File: src/rtl/y86_pkg.sv
// Shared Y86-64 pipeline constants: status codes, icodes, register IDs, bubble defaults.
// Latency: n/a (package only).
// Backpressure: n/a.
package y86_pkg;

    // Status codes
    localparam logic [2:0] SAOK = 3'd1;
    localparam logic [2:0] SADR = 3'd2;
    localparam logic [2:0] SINS = 3'd3;
    localparam logic [2:0] SHLT = 3'd4;

    // Instruction codes
    localparam logic [3:0] IHALT   = 4'h0;
    localparam logic [3:0] INOP    = 4'h1;
    localparam logic [3:0] IRRMOVQ = 4'h2;
    localparam logic [3:0] IIRMOVQ = 4'h3;
    localparam logic [3:0] IRMMOVQ = 4'h4;
    localparam logic [3:0] IMRMOVQ = 4'h5;
    localparam logic [3:0] IOPQ    = 4'h6;
    localparam logic [3:0] IJXX    = 4'h7;
    localparam logic [3:0] ICALL   = 4'h8;
    localparam logic [3:0] IRET    = 4'h9;
    localparam logic [3:0] IPUSHQ  = 4'hA;
    localparam logic [3:0] IPOPQ   = 4'hB;

    // "No register" ID
    localparam logic [3:0] RNONE = 4'hF;

    // Bubble (NOP) contents of a pipeline register
    localparam logic [2:0] BUBBLE_STAT  = SAOK;
    localparam logic [3:0] BUBBLE_ICODE = INOP;
    localparam logic       BUBBLE_CND   = 1'b0;
    localparam logic [3:0] BUBBLE_DST   = RNONE;

    // True when a status code is anything other than SAOK (unknown codes included)
    function automatic logic is_exc(input logic [2:0] stat);
        return stat != SAOK;
    endfunction

endpackage

File: src/rtl/sat_counter.sv
// 32-bit (parameterisable) saturating event counter, cleared by synchronous reset.
// Latency: count visible 1 cycle after the inc edge.
// Backpressure: none; sticks at all-ones once saturated.
module sat_counter #(
    parameter int W = 32
) (
    input  logic         clk,
    input  logic         rst_n,
    input  logic         inc,
    output logic [W-1:0] cnt
);

    logic [W-1:0] cnt_q;
    logic [W-1:0] cnt_d;

    // Next count: step by one unless already at the ceiling
    always_comb begin
        cnt_d = cnt_q;
        if (inc && (cnt_q != {W{1'b1}})) begin
            cnt_d = cnt_q + {{(W-1){1'b0}}, 1'b1};
        end
    end

    // Count register with synchronous clear
    always_ff @(posedge clk) begin
        if (!rst_n) begin
            cnt_q <= '0;
        end else begin
            cnt_q <= cnt_d;
        end
    end

    assign cnt = cnt_q;

endmodule

File: src/rtl/memory_reg.sv
// Execute-to-memory pipeline register with stall/bubble control, cmov dest cancel, sticky exception flag.
// Latency: 1 cycle on load; no combinational input-to-output path.
// Backpressure: M_stall holds all state; M_bubble (higher priority) loads a NOP. Optional MEMORY_REG_PERF_EN adds counters.
module memory_reg
    import y86_pkg::*;
#(
    parameter int WORD_W = 64,
    parameter int REG_W  = 4
) (
    input  logic              clk,
    input  logic              rst_n,
    input  logic              M_stall,
    input  logic              M_bubble,
    input  logic [2:0]        e_stat,
    input  logic [3:0]        E_icode,
    input  logic              e_Cnd,
    input  logic [WORD_W-1:0] e_valE,
    input  logic [WORD_W-1:0] E_valA,
    input  logic [REG_W-1:0]  E_dstE,
    input  logic [REG_W-1:0]  E_dstM,
    output logic [2:0]        M_stat,
    output logic [3:0]        M_icode,
    output logic              M_Cnd,
    output logic [WORD_W-1:0] M_valE,
    output logic [WORD_W-1:0] M_valA,
    output logic [REG_W-1:0]  M_dstE,
    output logic [REG_W-1:0]  M_dstM,
    output logic              M_exc_pending
`ifdef MEMORY_REG_PERF_EN
    ,
    output logic [31:0]       perf_bubbles,
    output logic [31:0]       perf_stalls
`endif
);

    localparam logic [REG_W-1:0] DST_NONE = REG_W'(BUBBLE_DST);

    logic [2:0]        stat_q,  stat_d;
    logic [3:0]        icode_q, icode_d;
    logic              cnd_q,   cnd_d;
    logic [WORD_W-1:0] val_e_q, val_e_d;
    logic [WORD_W-1:0] val_a_q, val_a_d;
    logic [REG_W-1:0]  dst_e_q, dst_e_d;
    logic [REG_W-1:0]  dst_m_q, dst_m_d;
    logic              exc_q,   exc_d;

    logic              do_load;
    logic              cmov_cancel;

    assign do_load     = !M_bubble && !M_stall;
    // A not-taken conditional move must not write its destination
    assign cmov_cancel = (E_icode == IRRMOVQ) && !e_Cnd;

    // Next-state selection: bubble beats stall beats load
    always_comb begin
        stat_d  = stat_q;
        icode_d = icode_q;
        cnd_d   = cnd_q;
        val_e_d = val_e_q;
        val_a_d = val_a_q;
        dst_e_d = dst_e_q;
        dst_m_d = dst_m_q;
        exc_d   = exc_q;
        if (M_bubble) begin
            stat_d  = BUBBLE_STAT;
            icode_d = BUBBLE_ICODE;
            cnd_d   = BUBBLE_CND;
            val_e_d = '0;
            val_a_d = '0;
            dst_e_d = DST_NONE;
            dst_m_d = DST_NONE;
        end else if (do_load) begin
            stat_d  = e_stat;
            icode_d = E_icode;
            cnd_d   = e_Cnd;
            val_e_d = e_valE;
            val_a_d = E_valA;
            dst_e_d = cmov_cancel ? DST_NONE : E_dstE;
            dst_m_d = E_dstM;
            // Only an actually-loaded exceptional status arms the sticky flag
            exc_d   = exc_q || is_exc(e_stat);
        end
    end

    // Pipeline register state; reset forces the bubble contents and clears the flag
    always_ff @(posedge clk) begin
        if (!rst_n) begin
            stat_q  <= BUBBLE_STAT;
            icode_q <= BUBBLE_ICODE;
            cnd_q   <= BUBBLE_CND;
            val_e_q <= '0;
            val_a_q <= '0;
            dst_e_q <= DST_NONE;
            dst_m_q <= DST_NONE;
            exc_q   <= 1'b0;
        end else begin
            stat_q  <= stat_d;
            icode_q <= icode_d;
            cnd_q   <= cnd_d;
            val_e_q <= val_e_d;
            val_a_q <= val_a_d;
            dst_e_q <= dst_e_d;
            dst_m_q <= dst_m_d;
            exc_q   <= exc_d;
        end
    end

    assign M_stat        = stat_q;
    assign M_icode       = icode_q;
    assign M_Cnd         = cnd_q;
    assign M_valE        = val_e_q;
    assign M_valA        = val_a_q;
    assign M_dstE        = dst_e_q;
    assign M_dstM        = dst_m_q;
    assign M_exc_pending = exc_q;

`ifdef MEMORY_REG_PERF_EN
    logic stall_only;
    assign stall_only = M_stall && !M_bubble;

    sat_counter #(.W(32)) u_bubble_cnt (
        .clk   (clk),
        .rst_n (rst_n),
        .inc   (M_bubble),
        .cnt   (perf_bubbles)
    );

    sat_counter #(.W(32)) u_stall_cnt (
        .clk   (clk),
        .rst_n (rst_n),
        .inc   (stall_only),
        .cnt   (perf_stalls)
    );
`endif

endmodule

File: config.mk
export PLATFORM = sky130hd
export DESIGN_NAME = memory_reg
export DESIGN_NICKNAME = d
export VERILOG_FILES = /design/src/rtl/y86_pkg.sv /design/src/rtl/sat_counter.sv /design/src/rtl/memory_reg.sv
export SDC_FILE = /design/constraint.sdc
export NUM_CORES = 1
export LEC_CHECK = 0
export CORE_UTILIZATION = 39
export DETAILED_ROUTE_END_ITERATION = 8
export HOLD_SLACK_MARGIN = 0.12
export PLACE_DENSITY = 0.81
export RECOVER_POWER = 100
export SLEW_MARGIN = 20
export SYNTH_ARGS = -nofsm -noshare
export SYNTH_HDL_FRONTEND = slang
export SYNTH_SLANG_ARGS = --single-unit
File: constraint.sdc
create_clock -name clk -period 1.4 [get_ports clk]
set_clock_uncertainty 0.2 [all_clocks]
set_input_delay 0.21 -clock clk [delete_from_list [all_inputs] [get_ports clk]]
set_output_delay 0.21 -clock clk [all_outputs]
set_load 0.03 [all_outputs]
==> results of run 1 <==
[cells in the final DEF (no fill, tap or decap), types with 2 or more instances in the layout]
cell type / instances
clkdlybuf4s50_1: 145
dfxtp_1: 143
mux2i_1: 140
nor2_1: 134
buf_4: 95
clkbuf_4: 32
buf_2: 25
clkbuf_16: 17
buf_12: 10
nor3_1: 6
nand2_1: 6
clkinv_2: 6
nor3b_1: 5
a21oi_1: 4
clkbuf_8: 3
clkinvlp_4: 3
dlygate4sd3_1: 3
dfxtp_2: 2
bufinv_16: 2
buf_6: 2
clkbuf_2: 2
[final timing paths]
path,from,endpoint,slack [ns],depth (start not counted)
max,M_valE[24],M_valE[24],0.03,1
min reg2reg,M_dstM[0],M_dstM[0],0.29,2
min,M_stall,M_exc_pending,0.13,3
max reg2reg,M_stat[0],M_stat[0],0.04,3
[kinds of logic after synthesis]
family | Yosys count | synth area share [%]
buffers and inverters | 33 | 6.946
and+or+nand+nor | 154 | 11.54
DFF | 145 | 54.63
AOI/OAI and AO/OA | 5 | 0.5181
muxes | 140 | 26.37
[power groups by stage]
stage | clock network, uW | logic (uW) | registers [uW]
6_report | 4410 | 1480 | 4340
5_1_grt | 4700 | 1570 | 4360
4_1_cts | 4500 | 1510 | 4350
3_5_place_dp | 0 | 1500 | 4430
3_3_place_gp | 0 | 1470 | 4430
2_1_floorplan | 0 | 514 | 4690
[timing repair]
| action | CTS | global route |
|---|---|---|
| gates resized for setup | 37 | 3 |
| endpoints found under the hold margin | 6 | 1 |
| endpoints found under the setup margin | 9 | 4 |
| hold buffers | 3 | 1 |
[registers in the layout (all words and copies together), names as in the netlist]
name / cells
M_Cnd: 1
M_dstE: 4
M_dstM: 4
M_exc_pending: 1
M_icode: 4
M_stat: 3
M_valA: 64
M_valE: 64
[per-stage QoR]
stage	setup TNS [ns]	utilization (%)
6_report	0	64.78
5_1_grt	0	64.78
4_1_cts	0	65.38
3_5_place_dp	-24.89	61.01
3_3_place_gp	-20.23	61.01
2_1_floorplan	0	-
[worst register-to-register path: stages, from the launching register on]
cell and delay, ns:
dfxtp_1 0.32, mux2i_1 0.12, dlygate4sd3_1 0.56, nand2_1 0.06
[metal layers]
layer	vias to the layer above	part of all wire, %	routed length [um]
li1	2193	-	-
met1	2075	38	5635
met2	201	51	7565
met3	31	8.1	1204
met4	0	2.5	370
met5	-	0	0
[final cells by class]
type,count,share of cell area [%]
Sequential cell,145,33.87
Timing Repair Buffer,317,32.92
Multi-Input combinational cell,299,23.89
Clock buffer,20,5.440
Tap cell,176,2.567
Clock inverter,11,1.313
==> key figures, run 1 <==
Yosys
  • Syn_area_per_cell: roughly 11 um^2
  • Sequential share of the synthesized area: roughly 55%
  • Synth Net Count: roughly 630
  • Post-Syn Instances: 477
  • Cell with the most instances after synthesis: dfxtp_1
  • Post-synthesis cell area: around 5300 um^2
  • Ranking of synthesized cells by area: dfxtp_1, mux2i_1, nor2_1
  • Post-synth ARST share: 0%
  • Top-area cell type share of the netlist area: a little over half
  • Cell taking the most area after synthesis: dfxtp_1
  • Ys Warns: 0
  • Top post-synthesis cells by count: dfxtp_1, mux2i_1, nor2_1
  • Synthesized flop and latch total: ~150
  • Top FF cell, synth: dfxtp_1
  • Post-synth cell types: 17
  • Post-synth EDFFs: 0

Job
  • Max_cap viols: 0

Power and ir drop
  • Net Sw Frac: about a quarter
  • Design Power: 10240 uW
  • Pleak: roughly 0.004 uW
  • Pwr dens: roughly 1200 nW/um^2
  • Psw: approximately 2500 uW
  • Comb pwr share: between 10 and 15%
  • Clock power frac: between 40% and 50%
  • Sequential power share: approximately 42%
  • Int Pwr: 7787 uW
  • Peak VDD IR: slightly above 600 uV

CTS
  • Clk root buf: clkbuf_16
  • CTS tree: yes
  • CTS buffer count: 17
  • Clock Pin Slew Worst Setup and Hold Paths: approximately 0.060 ns
  • Clock sinks: between 100 and 150
  • H-tree depth: 4
  • Postcts setup bufs: 0
  • Worst skew pair latency: approximately 0.42 ns
  • Longest Clk Path Bufs: 2

Placement
  • Area post-placement: between 8000 and 9000 um^2
  • Detailed placement HPWL: about 11000 um
  • Place WS: -0.2053 ns
  • Post-Place Cells: between 900 and 1000
  • Buffers on Ports: roughly 300
  • Routability cong.: a little over 0.8

Global route
  • Total track usage: about a fifth
  • Largest net degree at the start of global routing: 70
  • Antenna violations before repair: 0
  • GRT busiest layer: met2
  • Met2 Use GR: a little under two fifths
  • Met1 usage: a little over a fifth
  • GR Util met3: approximately 7.6%
  • Overflow after GRT: 0
  • First-pass GRT wire length: about 23000 um
  • Number of global-route vias before repair: 4635

Finish
  • Ratio of cells with drive above 1 in the final layout: between 20% and 30%
  • Diode count: 0
  • Fin area: approximately 8600 um^2
  • FILL cells: 1085
  • Cell Count, Final, Fillers Out: 968
  • Reg area: 2905 um^2
  • Multi-input logic area: a little over 2000 um^2
  • Layout area overhead: 61.43%
  • Number of nets in the layout: roughly 930

Drt
  • First-pass DRT Iterations: 4
  • DR vias: between 4000 and 5000
  • WL per Instance: 15.26 um
  • Drt initial violations: 170
  • DR vias/cell: between 4 and 5
  • Detailed-route DRC error count: 0
  • Post-route ant nets: 0
  • WL final: about 15000 um

Timing
  • Pins Over Slew Limit: 0
  • Fin crit share: 97.79%
  • Fin Hold WS: 0.1255 ns
  • F_max: approximately 730 MHz
  • Final setup margin: 0.03094 ns
  • Min cycle time layout: around 1.4 ns
  • Final hold violations: 0
  • Unrepaired setup endpoints after global routing: no
  • Final setup violating endpoints: 0
  • Worst slew pin tran: 0.4107 ns
  • Slew headroom: around 73%

Worst setup path
  • Critical Path End Type: primary output
  • Worst path top cell family by delay: flip-flops
  • Critical Path, Cell by Cell: buf_2
  • CP required: approximately 1 ns
  • Worst path max stage delay: 0.34 ns
  • CP Max Fanout: 2
  • Crit path buf inv count: 1
  • WS Path Type: flip-flop to primary output
  • Slowest cell on crit path: dfxtp_1
  • CP Data Arrival Time: around 0.96 ns
  • CP Launch Type: flip-flop

Floorplan
  • Core Region: approximately 13000 um^2
  • Die area: 14100 um^2
  • Die Ht: 118.7 um
  • Initial core utilization: 40.13%
  • Site row count: 42
  • # IOs: between 200 and 300
  • Horiz. Die Dim: around 120 um

Status
  • Status: complete, no violations

Worst hold path
  • Worst hold path type: primary input to flip-flop
Note: power is estimated with default switching activity, not from simulation.
==> run 2: changes to the inputs <==
--- a/config.mk
+++ b/config.mk
@@ -8,7 +8,7 @@
 export CORE_UTILIZATION = 39
 export DETAILED_ROUTE_END_ITERATION = 8
 export HOLD_SLACK_MARGIN = 0.12
-export PLACE_DENSITY = 0.81
+export PLACE_DENSITY = 0.88
 export RECOVER_POWER = 100
 export SLEW_MARGIN = 20
 export SYNTH_ARGS = -nofsm -noshare
==> run 2 against run 1 <==
Against the previous run: clock power increased by 7.7%; critical path depth is the same; critical path type unchanged; largest power group unchanged; global-route usage is 0.31 points lower; non-clock buffer count is 7 lower; design area shrank 0.98%; sequential power about the same; worst hold slack worse by 0.094 ns.
==> key figures, run 2 (same netlist as run 1, synthesis figures left out) <==
Status
  • Status: complete, no violations

Timing
  • Slew headroom: 80.49% (+7.9 points)
  • F_max: 736.4 MHz (+0.82%)
  • Fin crit share: 96.99% (-0.80 points)
  • Pins Over Slew Limit: 0 (unchanged)
  • Min cycle time layout: 1.358 ns (-0.01118 ns)
  • Final hold violations: 0 (unchanged)
  • Final setup margin: 0.04212 ns (+0.01118 ns)
  • Final setup violating endpoints: 0 (unchanged)
  • Final setup TNS: 0 ns (unchanged)
  • Unrepaired setup endpoints after global routing: no
  • Worst slew pin tran: 0.2927 ns (-0.1180 ns)

Power and ir drop
  • Design Power: 10540 uW (+3.0%)
  • Peak VDD IR: 691.5 uV (+13%)
  • Pleak: 0.003945 uW (-1.2%)
  • Pwr dens: 1241 nW/um^2 (+4.0%)

Global route
  • Antenna violations before repair: 0 (unchanged)
  • Largest net degree at the start of global routing: 70 (unchanged)
  • Overflow after GRT: 0 (unchanged)
  • Total track usage: 20.69% (-0.31 points)
  • First-pass GRT wire length: 22660 um (-1.8%)
  • Number of global-route vias before repair: 4658 (+0.50%)

CTS
  • # hold bufs at CTS: 1 (-2)
  • Clock sinks: 145 (unchanged)
  • Worst skew pair latency: 0.41 ns (about the same)
  • CTS tree: yes
  • Clock Pin Slew Worst Setup and Hold Paths: 0.06 ns (about the same)
  • H-tree depth: 4 (unchanged)
  • Clk root buf: clkbuf_16
  • CTS buffer count: 17 (unchanged)
  • Longest Clk Path Bufs: 2 (unchanged)

Finish
  • FILL cells: 1051 (-3.1%)
  • Reg area: 2905 um^2 (unchanged)
  • Layout area overhead: 59.85%
  • Commonest non-fill, non-tap cells in the layout: dfxtp_1, clkdlybuf4s50_1, mux2i_1
  • Fin area: 8494 um^2 (-0.98%)
  • Number of nets in the layout: 921 (-0.75%)
  • Ratio of cells with drive above 1 in the final layout: 24.97% (-0.41 points)
  • Diode count: 0 (unchanged)
  • Multi-input logic area: 2049 um^2 (unchanged)
  • Cell Count, Final, Fillers Out: 961 (-0.72%)

Floorplan
  • Core Region: 13240 um^2 (unchanged)
  • Die Ht: 118.7 um (unchanged)
  • Initial core utilization: 40.13% (unchanged)
  • Die area: 14100 um^2 (unchanged)
  • Horiz. Die Dim: 118.7 um (unchanged)
  • Site row count: 42 (unchanged)
  • # IOs: 293 (unchanged)

Worst setup path
  • Critical Path End Type: primary output
  • CP Data Arrival Time: 0.95 ns (about the same)
  • Worst path top cell family by delay: flip-flops
  • CP required: 0.99 ns (about the same)
  • Crit path buf inv count: 1 (unchanged)
  • CP Max Fanout: 2 (unchanged)
  • Slowest cell on crit path: dfxtp_1
  • WS Path Type: flip-flop to primary output
  • CP Launch Type: flip-flop
  • Worst path max stage delay: 0.34 ns (about the same)
  • Critical Path, Cell by Cell: clkbuf_4

Placement
  • Post-Place Cells: 930 (-0.43%)
  • Area post-placement: 7994 um^2 (-1.1%)
  • Buffers on Ports: 292 (unchanged)
  • Detailed placement HPWL: 10720 um (-2.3%)
  • Place WS: -0.2365 ns (-0.03120 ns)
  • Routability cong.: 0.8067 (-1.0%)

Drt
  • WL final: 14390 um (-2.6%)
  • Detailed-route DRC error count: 0 (unchanged)
  • Drt initial violations: 185 (+8.8%)
  • DR vias: 4400 (-2.2%)
  • First-pass DRT Iterations: 6 (+2)
  • DR vias/cell: 4.579 (-1.5%)
  • WL per Instance: 14.98 um (-1.9%)
  • Post-route ant nets: 0 (unchanged)

Job
  • Max_cap viols: 0 (unchanged)

Worst hold path
  • Worst hold path type: primary input to flip-flop
==> run 2: changes by cell type in the layout (fill, tap and decap cells not counted), sizes merged <==
cell	before	now
buf	133	123
bufinv	2	4
clkbuf	55	62
clkdlybuf4s50	145	143
clkinv	6	3
dlymetal6s4s	1	0
==> run 2: stage by stage <==
step	hold slack (ns)	util, %
2_1_floorplan	0.1277	-
3_3_place_gp	0.2547	60.36
3_5_place_dp	0.2649	60.36
4_1_cts	0.1347	64.64
5_1_grt	0.03793	64.14
6_report	0.03120	64.14
==> run 2: cell type report <==
type | instances | share of cell area (%)
clock inverters | 10 | 1.856
flip-flops and latches | 145 | 34.20
multi-input cells | 299 | 24.13
clock buffers | 21 | 5.538
repair buffers | 310 | 31.68
well taps | 176 | 2.592
==> run 2: path summary, 6_finish.rpt <==
check,slack (ns),cells after the start,startpoint,to
worst min register to register,0.29,2,M_dstM[1],M_dstM[1]
worst max-delay path,0.04,1,M_valA[55],M_valA[55]
worst max register to register,0.51,2,M_dstE[3],M_dstE[3]
worst min-delay path,0.03,3,M_stall,M_valA[31]
==> run 2: repair_timing <==
action,in CTS,in global routing
gates resized for setup,77,5
buffers inserted,0,0
hold endpoints to repair,5,5
cloned,0,0
setup endpoints to repair,17,8
==> run 2: layer usage <==
metal	global-route usage (%)	up-vias	wire length, um
met5	0	-	0
met4	8.940	0	263
met3	7.239	22	1114
met2	38.12	206	7641
met1	20.90	1999	5372
li1	-	2173	-
==> run 2: power by group <==
| group | leakage, uW | internal, uW | total (uW) | switching [uW] |
|---|---|---|---|---|
| sequential | 0.00118 | 4270 | 4340 | 75.2 |
| clock | 0.000301 | 3100 | 4750 | 1650 |
| combinational | 0.00246 | 761 | 1450 | 690 |
| total | 0.00394 | 8130 | 10500 | 2410 |
